File: config.mk
export PLATFORM = sky130hd
export DESIGN_NAME = crc_parallel_gen_flat
export DESIGN_NICKNAME = d
export VERILOG_FILES = /design/src/rtl/crc_parallel_gen_if.sv /design/src/rtl/crc_parallel_gen.sv /design/src/flat_wrapper.sv
export SDC_FILE = /design/constraint.sdc
export NUM_CORES = 1
export LEC_CHECK = 0
export CORE_ASPECT_RATIO = 1.75
export CORE_UTILIZATION = 40
export DETAILED_ROUTE_END_ITERATION = 16
export PLACE_DENSITY = 0.64
export SLEW_MARGIN = 0
export SYNTH_ARGS = -nofsm -noshare
export SYNTH_HDL_FRONTEND = slang
export SYNTH_SLANG_ARGS = --single-unit
export TNS_END_PERCENT = 100
File: constraint.sdc
create_clock -name clk -period 3.2 [get_ports clk]
set_input_delay 0.48 -clock clk [delete_from_list [all_inputs] [get_ports clk]]
set_output_delay 0.48 -clock clk [all_outputs]
set_load 0.02 [all_outputs]
File: src/rtl/crc_parallel_gen_if.sv
// Word-level bus between the framer and the CRC engine: message words in, checksum words out.
interface crc_parallel_gen_if #(
    parameter int DATA_W = 8
);
    logic              load;
    logic              in_valid;
    logic              d_finish;
    logic [DATA_W-1:0] crc_in;
    logic [DATA_W-1:0] crc_out;
    logic              out_valid;
    logic              crc_done;
    logic              busy;

    modport master (
        output load, in_valid, d_finish, crc_in,
        input  crc_out, out_valid, crc_done, busy
    );

    modport slave (
        input  load, in_valid, d_finish, crc_in,
        output crc_out, out_valid, crc_done, busy
    );
endinterface

File: src/rtl/crc_parallel_gen.sv
// Parametrised parallel CRC engine: one DATA_W word per cycle, checksum emitted MSB word first.
// Optional macro CRC_REFLECT_EN selects reflected (LSB-first) input and output, e.g. Ethernet CRC-32.
module crc_parallel_gen #(
    parameter int                DATA_W = 8,
    parameter int                CRC_W  = 32,
    parameter logic [CRC_W-1:0]  POLY   = 32'h04C11DB7,
    parameter logic [CRC_W-1:0]  INIT   = 32'hFFFFFFFF,
    parameter logic [CRC_W-1:0]  XOROUT = 32'hFFFFFFFF
) (
    input  logic                clk,
    input  logic                rst,
    crc_parallel_gen_if.slave   bus
);

    localparam int NW    = CRC_W / DATA_W;
    localparam int CNT_W = $clog2(NW + 1);

    localparam logic [1:0] S_IDLE = 2'd0;
    localparam logic [1:0] S_CALC = 2'd1;
    localparam logic [1:0] S_OUT  = 2'd2;

    if ((CRC_W % DATA_W) != 0) begin : g_bad_width
        $error("crc_parallel_gen: DATA_W must divide CRC_W");
    end

    logic [1:0]        r_state;
    logic [CRC_W-1:0]  r_crc;
    logic [CRC_W-1:0]  r_final;
    logic [DATA_W-1:0] r_crc_out;
    logic              r_out_valid;
    logic              r_crc_done;
    logic [CNT_W-1:0]  r_cnt;

    logic [DATA_W-1:0] w_din;
    logic [CRC_W-1:0]  w_crc_upd;
    logic [CRC_W-1:0]  w_final;

    // Unrolled MSB-first bit-serial LFSR; synthesises to a single XOR network.
    function automatic logic [CRC_W-1:0] crc_next(input logic [CRC_W-1:0] c,
                                                  input logic [DATA_W-1:0] d);
        logic [CRC_W-1:0] r;
        logic             fb;
        r = c;
        for (int i = DATA_W - 1; i >= 0; i--) begin
            fb = r[CRC_W-1] ^ d[i];
            r  = {r[CRC_W-2:0], 1'b0} ^ (fb ? POLY : '0);
        end
        return r;
    endfunction

    function automatic logic [DATA_W-1:0] word_sel(input logic [CRC_W-1:0] f,
                                                   input logic [CNT_W-1:0] idx);
        logic [CRC_W-1:0] sh;
        sh = f >> ((NW - 1 - int'(idx)) * DATA_W);
        return sh[DATA_W-1:0];
    endfunction

`ifdef CRC_REFLECT_EN
    function automatic logic [DATA_W-1:0] rev_data(input logic [DATA_W-1:0] d);
        logic [DATA_W-1:0] r;
        for (int i = 0; i < DATA_W; i++) r[i] = d[DATA_W-1-i];
        return r;
    endfunction

    function automatic logic [CRC_W-1:0] rev_crc(input logic [CRC_W-1:0] c);
        logic [CRC_W-1:0] r;
        for (int i = 0; i < CRC_W; i++) r[i] = c[CRC_W-1-i];
        return r;
    endfunction
`endif

    always_comb begin
`ifdef CRC_REFLECT_EN
        w_din = rev_data(bus.crc_in);
`else
        w_din = bus.crc_in;
`endif
        w_crc_upd = bus.in_valid ? crc_next(r_crc, w_din) : r_crc;
`ifdef CRC_REFLECT_EN
        w_final = rev_crc(w_crc_upd) ^ XOROUT;
`else
        w_final = w_crc_upd ^ XOROUT;
`endif
    end

    // r_cnt holds the index of the next word to present; reaching NW means the last word is on the bus.
    always_ff @(posedge clk or posedge rst) begin
        if (rst) begin
            r_state     <= S_IDLE;
            r_crc       <= INIT;
            r_final     <= '0;
            r_crc_out   <= '0;
            r_out_valid <= 1'b0;
            r_crc_done  <= 1'b0;
            r_cnt       <= '0;
        end else if (bus.load) begin
            r_state     <= S_CALC;
            r_crc       <= INIT;
            r_crc_out   <= '0;
            r_out_valid <= 1'b0;
            r_crc_done  <= 1'b0;
            r_cnt       <= '0;
        end else begin
            case (r_state)
                S_CALC: begin
                    r_crc <= w_crc_upd;
                    if (bus.d_finish) begin
                        r_final     <= w_final;
                        r_crc_out   <= word_sel(w_final, '0);
                        r_out_valid <= 1'b1;
                        r_crc_done  <= (NW == 1);
                        r_cnt       <= CNT_W'(1);
                        r_state     <= S_OUT;
                    end
                end
                S_OUT: begin
                    if (r_cnt == CNT_W'(NW)) begin
                        r_state     <= S_IDLE;
                        r_crc_out   <= '0;
                        r_out_valid <= 1'b0;
                        r_crc_done  <= 1'b0;
                        r_cnt       <= '0;
                    end else begin
                        r_crc_out  <= word_sel(r_final, r_cnt);
                        r_crc_done <= (r_cnt == CNT_W'(NW - 1));
                        r_cnt      <= r_cnt + CNT_W'(1);
                    end
                end
                default: begin
                    r_state     <= S_IDLE;
                    r_crc_out   <= '0;
                    r_out_valid <= 1'b0;
                    r_crc_done  <= 1'b0;
                    r_cnt       <= '0;
                end
            endcase
        end
    end

    assign bus.crc_out   = r_crc_out;
    assign bus.out_valid = r_out_valid;
    assign bus.crc_done  = r_crc_done;
    assign bus.busy      = (r_state != S_IDLE);

endmodule

File: src/flat_wrapper.sv
// flat-port wrapper written by rule: the top's interface ports become plain ports
module crc_parallel_gen_flat 
#(
    parameter int                DATA_W = 8,
    parameter int                CRC_W  = 32,
    parameter logic [CRC_W-1:0]  POLY   = 32'h04C11DB7,
    parameter logic [CRC_W-1:0]  INIT   = 32'hFFFFFFFF,
    parameter logic [CRC_W-1:0]  XOROUT = 32'hFFFFFFFF
)
  (clk, rst, bus_load, bus_in_valid, bus_d_finish, bus_crc_in, bus_crc_out, bus_out_valid, bus_crc_done, bus_busy);
  crc_parallel_gen_if #(.DATA_W(DATA_W)) bus_i ();
  input  logic clk;
  input  logic rst;
  input wire logic [$bits(bus_i.load)-1:0] bus_load;
  input wire logic [$bits(bus_i.in_valid)-1:0] bus_in_valid;
  input wire logic [$bits(bus_i.d_finish)-1:0] bus_d_finish;
  input wire logic [$bits(bus_i.crc_in)-1:0] bus_crc_in;
  output wire logic [$bits(bus_i.crc_out)-1:0] bus_crc_out;
  output wire logic [$bits(bus_i.out_valid)-1:0] bus_out_valid;
  output wire logic [$bits(bus_i.crc_done)-1:0] bus_crc_done;
  output wire logic [$bits(bus_i.busy)-1:0] bus_busy;
  assign bus_i.load = bus_load;
  assign bus_i.in_valid = bus_in_valid;
  assign bus_i.d_finish = bus_d_finish;
  assign bus_i.crc_in = bus_crc_in;
  assign bus_crc_out = bus_i.crc_out;
  assign bus_out_valid = bus_i.out_valid;
  assign bus_crc_done = bus_i.crc_done;
  assign bus_busy = bus_i.busy;
  crc_parallel_gen #(.DATA_W(DATA_W), .CRC_W(CRC_W), .POLY(POLY), .INIT(INIT), .XOROUT(XOROUT)) u_core (.clk(clk), .rst(rst), .bus(bus_i));
endmodule
After elaboration in Yosys (flattened, before gate mapping)
Cells that the tools add are included.
Widths: inputs -> output; s select.

storage, ports and cells
  word-level logic and storage cells = 69
  bits in registers = 79
  output and inout bits = 11
  bits of input ports = 13

cells by class
  bitwise logic cells = 18
  reduce and logical (&&, ||, !) cells = 4
  $add $sub $neg = 2
  mux-type cells = 31
  equal/unequal tests = 6
  shift operators = 1

operator list
  operator             number
  $xor 32x32->32       8
  $mux 27              8
  $mux 32              3
  $not 32->32          1
  $shr 32x32->8        1
  $mux 8               3
  $pmux 8 s2           1
  $mux 3               3
  $xor 1x1->1          8
  $mux 1               6
  $mux 2               3
  $pmux 3 s2           1
  $pmux 1 s2           2
  $pmux 2 s2           1
  $reduce_bool 2->1    2
  $sub 2x3->4 const A  1
  $add 3x1->3 const B  1
  $eq 3x2->1 const B   1
  $eq 3x3->1 const B   1
  $ne 3x2->1 const B   1
  $ne 3x3->1 const B   1
  $reduce_and 3->1     1
  $eq 2x1->1 const B   1
  $eq 2x2->1 const B   1
  2 further kinds      2

Longest topological paths before layout
Gate-level depths: netlist of the first run.

  depth in word-level cells = 29
  gate-level depth with buffers = 8
  gate-level depth less buffers = 7

Worst setup path after synthesis of the first run
OpenSTA, ideal clock, no wires.

  path type = register to register
  start point = register u_core.r_crc[31]
  end point = register u_core.r_final[12]
  setup slack = 1.140 ns
  arrival = 1.986 ns
  data required time = 3.126 ns
  buffers on the path = 0
  cell stages (with the launch flop) = 7
  clock period less this slack = 2.060 ns
  library setup time = 0.074 ns
  path through = dfstp_2 xor2_4 xnor3_2 xnor2_2 xnor2_1 mux2_4 o21ai_2

between the ends
  word-level cells in the longest chain between the ends = 14

ends and longest elaborated chain
  element                         RTL line                 RTL
  start: declaration              crc_parallel_gen.sv:27   logic [CRC_W-1:0] r_crc;
  start signal: assignment        crc_parallel_gen.sv:106  r_crc <= w_crc_upd;
  $xor 1x1->1 *                   crc_parallel_gen.sv:45   fb = r[CRC_W-1] ^ d[i];
  $mux 27 *                       crc_parallel_gen.sv:46   r = {r[CRC_W-2:0], 1'b0} ^ (fb ? POLY : '0);
  $xor 32x32->32 * (6 in a row)   crc_parallel_gen.sv:46
  $xor 1x1->1                     crc_parallel_gen.sv:45
  $mux 27                         crc_parallel_gen.sv:46
  $xor 32x32->32 * (2 in a row)   crc_parallel_gen.sv:46
  $mux 32 *                       crc_parallel_gen.sv:78   w_crc_upd = bus.in_valid ? crc_next(r_crc, w_din) : r_crc;
  $not 32->32 (no source line) *  --
  end signal: assignment          crc_parallel_gen.sv:108  r_final <= w_final;
  end: declaration                crc_parallel_gen.sv:28   logic [CRC_W-1:0] r_final;

Every way passes the cells marked *; elsewhere a longest branch is shown, timed or not.
A chain may end at the register's enable or synchronous reset.

Worst setup path after layout of the first run
  start point = input bus_crc_in[4]
  end point = register u_core.r_final[6]

between the ends
  word-level cells in the longest chain between the ends = 9

ends and longest elaborated chain
  element                       RTL line                RTL
  start: declaration            flat_wrapper.sv:17      input wire logic [$bits(bus_i.crc_in)-1:0] bus_crc_in;
  $xor 1x1->1                   crc_parallel_gen.sv:45
  $mux 27                       crc_parallel_gen.sv:46
  $xor 32x32->32 (5 in a row)   crc_parallel_gen.sv:46
  $mux 32                       crc_parallel_gen.sv:78
  $not 32->32 (no source line)  --

Every way passes these cells.

==> results.toml, run 1 <==
[synth]
synthTopCellsByCount = "64 x nand2_1, 54 x o21ai_0, 46 x dfrtp_1, 46 x xnor2_1, 32 x dfstp_2"
synth_area_leaders = "dfrtp_1 27%, dfstp_2 20%, xnor2_1 9.3%, o21ai_0 6.3%, nand2_1 5.6%"
yosysMostFrequentCell = "nand2_1"
ys.flop_type = "dfrtp_1"
synth_nets = 452
synth-edff-count = 0
synth_area_sq_um = 4310
ys_async_sr_fraction_pct = 100
yosys_warnings = 0
yosysTopAreaCell = "dfrtp_1"
ys_seq_area_share_pct = 46.2
synth.distinct_cells = 32
synth-seq-cells = 78
yosysTopAreaCellShare_pct = 26.7
syn_inst = 433
syn_avg_cell_area_sq_um = 9.96

[finish]
syn2layout_area_growth_pct = 17.9
nFillCells = 940
layout-drive-gt1-share_pct = 19.7
fin_cells = 589
nets = 476
diodes = 0
final_cell_area_sq_um = 5080

[drt]
wl_um = 10100
vias = 3105
drc = 0
drtIter0Drc = 222
antenna_left = 0
firstDrtPassIters = 4
avgViaCountPerCell = 5.27
wire_per_inst_um = 17.1

[outcome]
outcome = "completed"

[clock_tree]
clock_latency_ns = 0.34
clockBufferDepth = 2
cts.repair.resized = 0
numCtsBuffers = 9
ctsHoldBuffers = 0
cts_num_sinks = 78
cts_tree = "yes"
h-tree-depth = 3
clockRootBuffer = "clkbuf_16"
path_clk_slew_ns = 0.06
post_cts_buffers = 0

[worst_setup_path]
startpoint_type = "primary input"
crit_top_cell = "xnor2_1"
path_buf_inv = 1
critPathTopFamily = "XOR/XNOR gates"
end_kind = "flip-flop"
cp_slowest_cell = "xnor2_2"
crit_type = "in -> reg"
cp.required_ns = 3.45
arrival_ns = 2.68
crit_start = "bus_crc_in[4]"
critical_path.max_stage_delay_ns = 0.49
path_max_fanout = 6
worstPathCellList = "clkdlybuf4s50_1 > xnor2_2 > xnor2_1 > xnor2_1 > xor2_1 > a21oi_1 > o21ai_0"
timing.rr.start = "u_core.r_crc[31]"

[place]
gp_congestion = 0.828
placedInstanceArea_sq_um = 4740
place_inst = 573
io_buffer_count = 23
dp_hpwl_um = 7100

[power]
p_seq_share_pct = 36.1
switching_share_pct = 32.2
powerDensity_nw_per_um2 = 762
ir_drop_v = 0.000336
p_leak_uw = 0.00213
power.switching_uw = 1250
clkPwrFrac_pct = 30.3
p_comb_share_pct = 33.6
p_int_uw = 2630

[floorplan]
start_util_pct = 41.6
row_count = 49
io_pins = 24
coreArea_sq_um = 10400
dieArea_sq_um = 11200
die_w_um = 80.5
die_h_um = 139

[grt]
grt_max_degree = 66
gr-total-overflow = 0
grt_pass1_vias = 3177
antenna_found_initial = 0
grt_usage_pct = 20.4
grt_pass1_wl_um = 17100

[worst_hold_path]
hp-class = "in -> async"

[timing]
finalCritPeriodShare_pct = 75.9
rsz0062_at_grt = "no"
finalHoldViolCount = 0
drv_slew = 0
fin_crit_ns = 2.43
worstMarginPinSlew_ns = 0.701
tns_ns = 0
max_freq_ghz = 0.412
setup_violations = 0
finClkSkew_ns = 0.00637
slew_headroom_pct = 52.9

[run]
drv_cap = 0
==> final cells by class <==
| type | count | area [sq um] | share of cell area, % |
|---|---|---|---|
| Tap cell | 127 | 159 | 3.13 |
| Clock inverter | 4 | 95.1 | 1.87 |
| Sequential cell | 78 | 1990 | 39.2 |
| Clock buffer | 12 | 246 | 4.85 |
| Inverter | 15 | 56.3 | 1.11 |
| Timing Repair Buffer | 39 | 358 | 7.04 |
| Multi-Input combinational cell | 314 | 2180 | 42.8 |
==> cells in the final DEF (no fill, tap or decap), types with 2 or more instances in the layout <==
master	instances
dfstp_2	32
a21oi_1	24
xor2_1	17
nand3_1	4
o211ai_1	23
bufinv_16	3
inv_1	13
mux2_2	6
mux4_2	8
mux2i_1	6
xnor2_2	6
dfrtp_1	46
xnor2_1	46
buf_4	15
clkbuf_1	2
nor2_1	29
nand2_1	64
clkdlybuf4s50_1	22
ha_1	6
a22oi_1	7
clkbuf_16	9
o21ai_0	54
nor2b_1	2
==> power by group through the flow <==
| stage | clock [uW] | sequential [uW] | combinational (uW) |
|---|---|---|---|
| after floorplan | 0 | 1360 | 1000 |
| after global placement | 0 | 1400 | 1280 |
| after detailed placement | 0 | 1410 | 1300 |
| after CTS | 1190 | 1400 | 1310 |
| after global routing | 1220 | 1430 | 1440 |
| final | 1170 | 1400 | 1300 |
==> worst paths after layout <==
kind                                          to  slack, ns  cells past startpoint
min reg2reg                  u_core.bus.crc_done       0.47                      2
max reg2reg                   u_core.r_final[12]       0.94                      6
min                        u_core.bus.crc_out[1]       0.47                      2
min in group clk             u_core.bus.crc_done       0.47                      2
max                            u_core.r_final[6]       0.77                      7
max in group asynchronous        u_core.r_crc[2]       2.01                      3
==> layer usage <==
| layer | up-vias | wire (um) | track usage (%) |
|---|---|---|---|
| met4 | 0 | 255 | 8.65 |
| met3 | 19 | 319 | 3.54 |
| li1 | 1517 | - | - |
| met5 | - | 0 | 0 |
| met2 | 63 | 5290 | 33.5 |
| met1 | 1506 | 4230 | 26.1 |
==> worst reg2reg max path, cell delays in order, from the launching register on <==
cell and delay [ns]:
dfstp_2 0.61, xor2_4 0.34, xnor3_2 0.54, xnor2_2 0.16
xnor2_1 0.24, mux2_4 0.21, o21ai_2 0.04
==> state kept, by name, summed over array words and instances, names as in the netlist <==
| signal | cells |
|---|---|
| u_core.r_final | 32 |
| u_core.r_cnt | 3 |
| u_core.bus.crc_out | 8 |
| u_core.bus.crc_done | 1 |
| u_core.r_state | 2 |
| u_core.r_crc | 32 |
==> cells by family (layout without fill, tap and decap cells) <==
logic type	after synthesis	after routing	share of synthesized area, %
AND/OR/NAND/NOR	104	104	9.55
adder cells (fa/ha/maj)	6	6	1.74
multiplexers	21	21	7.49
XOR/XNOR	72	72	16.6
AO/OA/AOI/OAI	111	111	14.8
buffers and inverters	41	70	3.57
flip-flops	78	78	46.2
==> stage by stage <==
stage,util [%],hold slack (ns),setup WS (ns),power [uW]
floorplan,-,0.445,0.778,2360
global route,49.1,0.505,0.630,4090
detailed placement,45.8,0.466,0.459,2710
global placement,45.8,0.460,0.473,2680
finish,49.1,0.467,0.772,3870
CTS,49.1,0.479,0.794,3900
No activity file was read; power rests on OpenSTA's default activity.
==> run 2: changes to the inputs <==
==> constraint.sdc (replaced) <==
create_clock -name clk -period 2.3 [get_ports clk]
set_input_delay 0.345 -clock clk [delete_from_list [all_inputs] [get_ports clk]]
set_output_delay 0.345 -clock clk [all_outputs]
set_load 0.02 [all_outputs]
==> run 2 against run 1 <==
  * Setup slack got worse by 0.57 ns
  * Count of clock-buffer cells in the layout stayed put
  * Register-to-register slack lost 0.74 ns
  * Critical path type is now reg -> reg
  * Largest power group is now combinational cells
==> results.toml, run 2 (synthesis gave the netlist of run 1 again) <==
[worst_setup_path]
worstPathCellList = "xor2_4 > buf_4 > xor2_4 > xnor2_1 > xor2_1 > mux2i_1 > o21ai_0"
startpoint_type = "flip-flop"
critPathTopFamily = "XOR/XNOR gates"
cp.required_ns = 2.55
crit_type = "reg -> reg"
critical_path.max_stage_delay_ns = 0.59
cp_slowest_cell = "dfstp_2"
crit_top_cell = "xor2_4"
path_buf_inv = 1
arrival_ns = 2.36
end_kind = "flip-flop"
path_max_fanout = 4

[floorplan]
coreArea_sq_um = 10400
io_pins = 24
start_util_pct = 41.6
row_count = 49
dieArea_sq_um = 11200
die_w_um = 80.5
die_h_um = 139

[timing]
rsz0062_at_grt = "no"
slew_headroom_pct = 54.6
setup_violations = 0
drv_slew = 0
worstMarginPinSlew_ns = 0.680
hold-worst-slack_ns = 0.287
max_freq_ghz = 0.476
finalCritPeriodShare_pct = 91.4
fin_crit_ns = 2.10
finClkSkew_ns = 0.00522
finalHoldViolCount = 0

[finish]
final_common_cell = "nand2_1"
mostFrequentLayoutCells = "64 x nand2_1, 54 x o21ai_0, 46 x dfrtp_1"
nets = 506
nFillCells = 917
finish.utilization_pct = 51.4
layout-drive-gt1-share_pct = 25.0
syn2layout_area_growth_pct = 23.5
diodes = 0

[grt]
grt_max_degree = 66
grt_pass1_wl_um = 17400
gr-total-overflow = 0
grt_pass1_vias = 3274
grt_usage_pct = 20.7
antenna_found_initial = 0

[drt]
wl_um = 10600
drtIter0Drc = 236
wl_met3_um = 314
drc = 0
avgViaCountPerCell = 5.36
wire_per_inst_um = 17.1
top_layer = "met4"
wl_met2_um = 5630
firstDrtPassIters = 4
vias = 3318
met1_length_um = 4390
antenna_left = 0

[place]
io_buffer_count = 23
gp_congestion = 0.807
dp_hpwl_um = 7390

[clock_tree]
clock_latency_ns = 0.34
clockRootBuffer = "clkbuf_16"
path_clk_slew_ns = 0.06
ctsHoldBuffers = 0
numCtsBuffers = 9
cts_num_sinks = 78
cts_tree = "yes"
h-tree-depth = 3
clockBufferDepth = 2

[power]
p_leak_uw = 0.00229
ir_drop_v = 0.000531
powerDensity_nw_per_um2 = 1040

[worst_hold_path]
hp-class = "in -> async"

[outcome]
outcome = "completed"

[run]
drv_cap = 0
[run 2: cell count changes in the layout (fill, tap and decap cells not counted), moves of 2 or more]
cell | before | now
buf_12 | 1 | 4
clkinv_2 | 1 | 3
bufinv_16 | 3 | 1
buf_4 | 15 | 42
[run 2: final timing paths]
| kind | cells after the start | from | end | slack, ns |
|---|---|---|---|---|
| setup / recovery | 7 | u_core.r_crc[31] | u_core.r_final[27] | 0.20 |
| hold / removal | 2 | rst | u_core.bus.crc_out[1] | 0.29 |
| setup reg to reg | 7 | u_core.r_crc[31] | u_core.r_final[27] | 0.20 |
| hold reg to reg | 2 | u_core.r_final[16] | u_core.r_final[16] | 0.48 |
| max in group asynchronous | 3 | rst | u_core.r_crc[28] | 1.31 |
| min in group clk | 3 | bus_in_valid | u_core.r_crc[12] | 0.46 |
[run 2: timing repair]
item | 4_1_cts | 5_1_grt
buffers inserted | 0 | 0
gates resized for setup | 0 | 2
endpoints found under the setup margin | 0 | 2
[run 2: worst reg2reg max path: cells and delay by family (launching register included)]
kind | cells | cell delay (ns)
multiplexers | 1 | 0.11
XOR/XNOR | 4 | 0.95
flip-flops | 1 | 0.59
AO/OA/AOI/OAI | 1 | 0.16
buffers and inverters | 1 | 0.19
[run 2: cell type report]
cell class | instances | area (sq um) | area share [%]
tap | 127 | 159 | 2.98
timing repair buffer | 69 | 621 | 11.7
clock inverter | 4 | 45.0 | 0.846
inverter | 15 | 56.3 | 1.06
clock buffer | 12 | 256 | 4.82
sequential | 78 | 1990 | 37.4
multi-input combinational | 314 | 2190 | 41.2
[run 2: power breakdown]
part           leakage, uW  switching, uW  internal (uW)  total, uW
logic              0.00119           1050           1090       2130
registers         0.000943            205           1730       1940
clock network     0.000152            564            895       1460
[run 2: per-layer routing]
layer,up-vias,global-route usage [%]
li1,1574,-
met1,1646,26.6
met2,79,34.2
met3,19,2.49
met4,0,9.21
met5,-,0
[run 2: metrics by stage]
stage               worst slack, ns  std cells  instance area [sq um]  total power, uW  setup TNS, ns
floorplan                    0.0129        433                   4310             3290              0
global placement             -0.115        603                   5000             4020         -0.903
detailed placement           -0.181        603                   5000             4070          -1.52
CTS                           0.129        619                   5310             5550              0
global route                 0.0369        619                   5320             5850              0
finish                        0.198        619                   5320             5530              0
==> run 3: changes to the inputs <==
--- a/config.mk
+++ b/config.mk
@@ -5,6 +5,7 @@
 export SDC_FILE = /design/constraint.sdc
 export NUM_CORES = 1
 export LEC_CHECK = 0
+export CAP_MARGIN = 10
 export CORE_ASPECT_RATIO = 1.75
 export CORE_UTILIZATION = 40
 export DETAILED_ROUTE_END_ITERATION = 16
==> results of run 3 <==
Same layout as run 2: the final DEF is identical, and so are final timing and power.
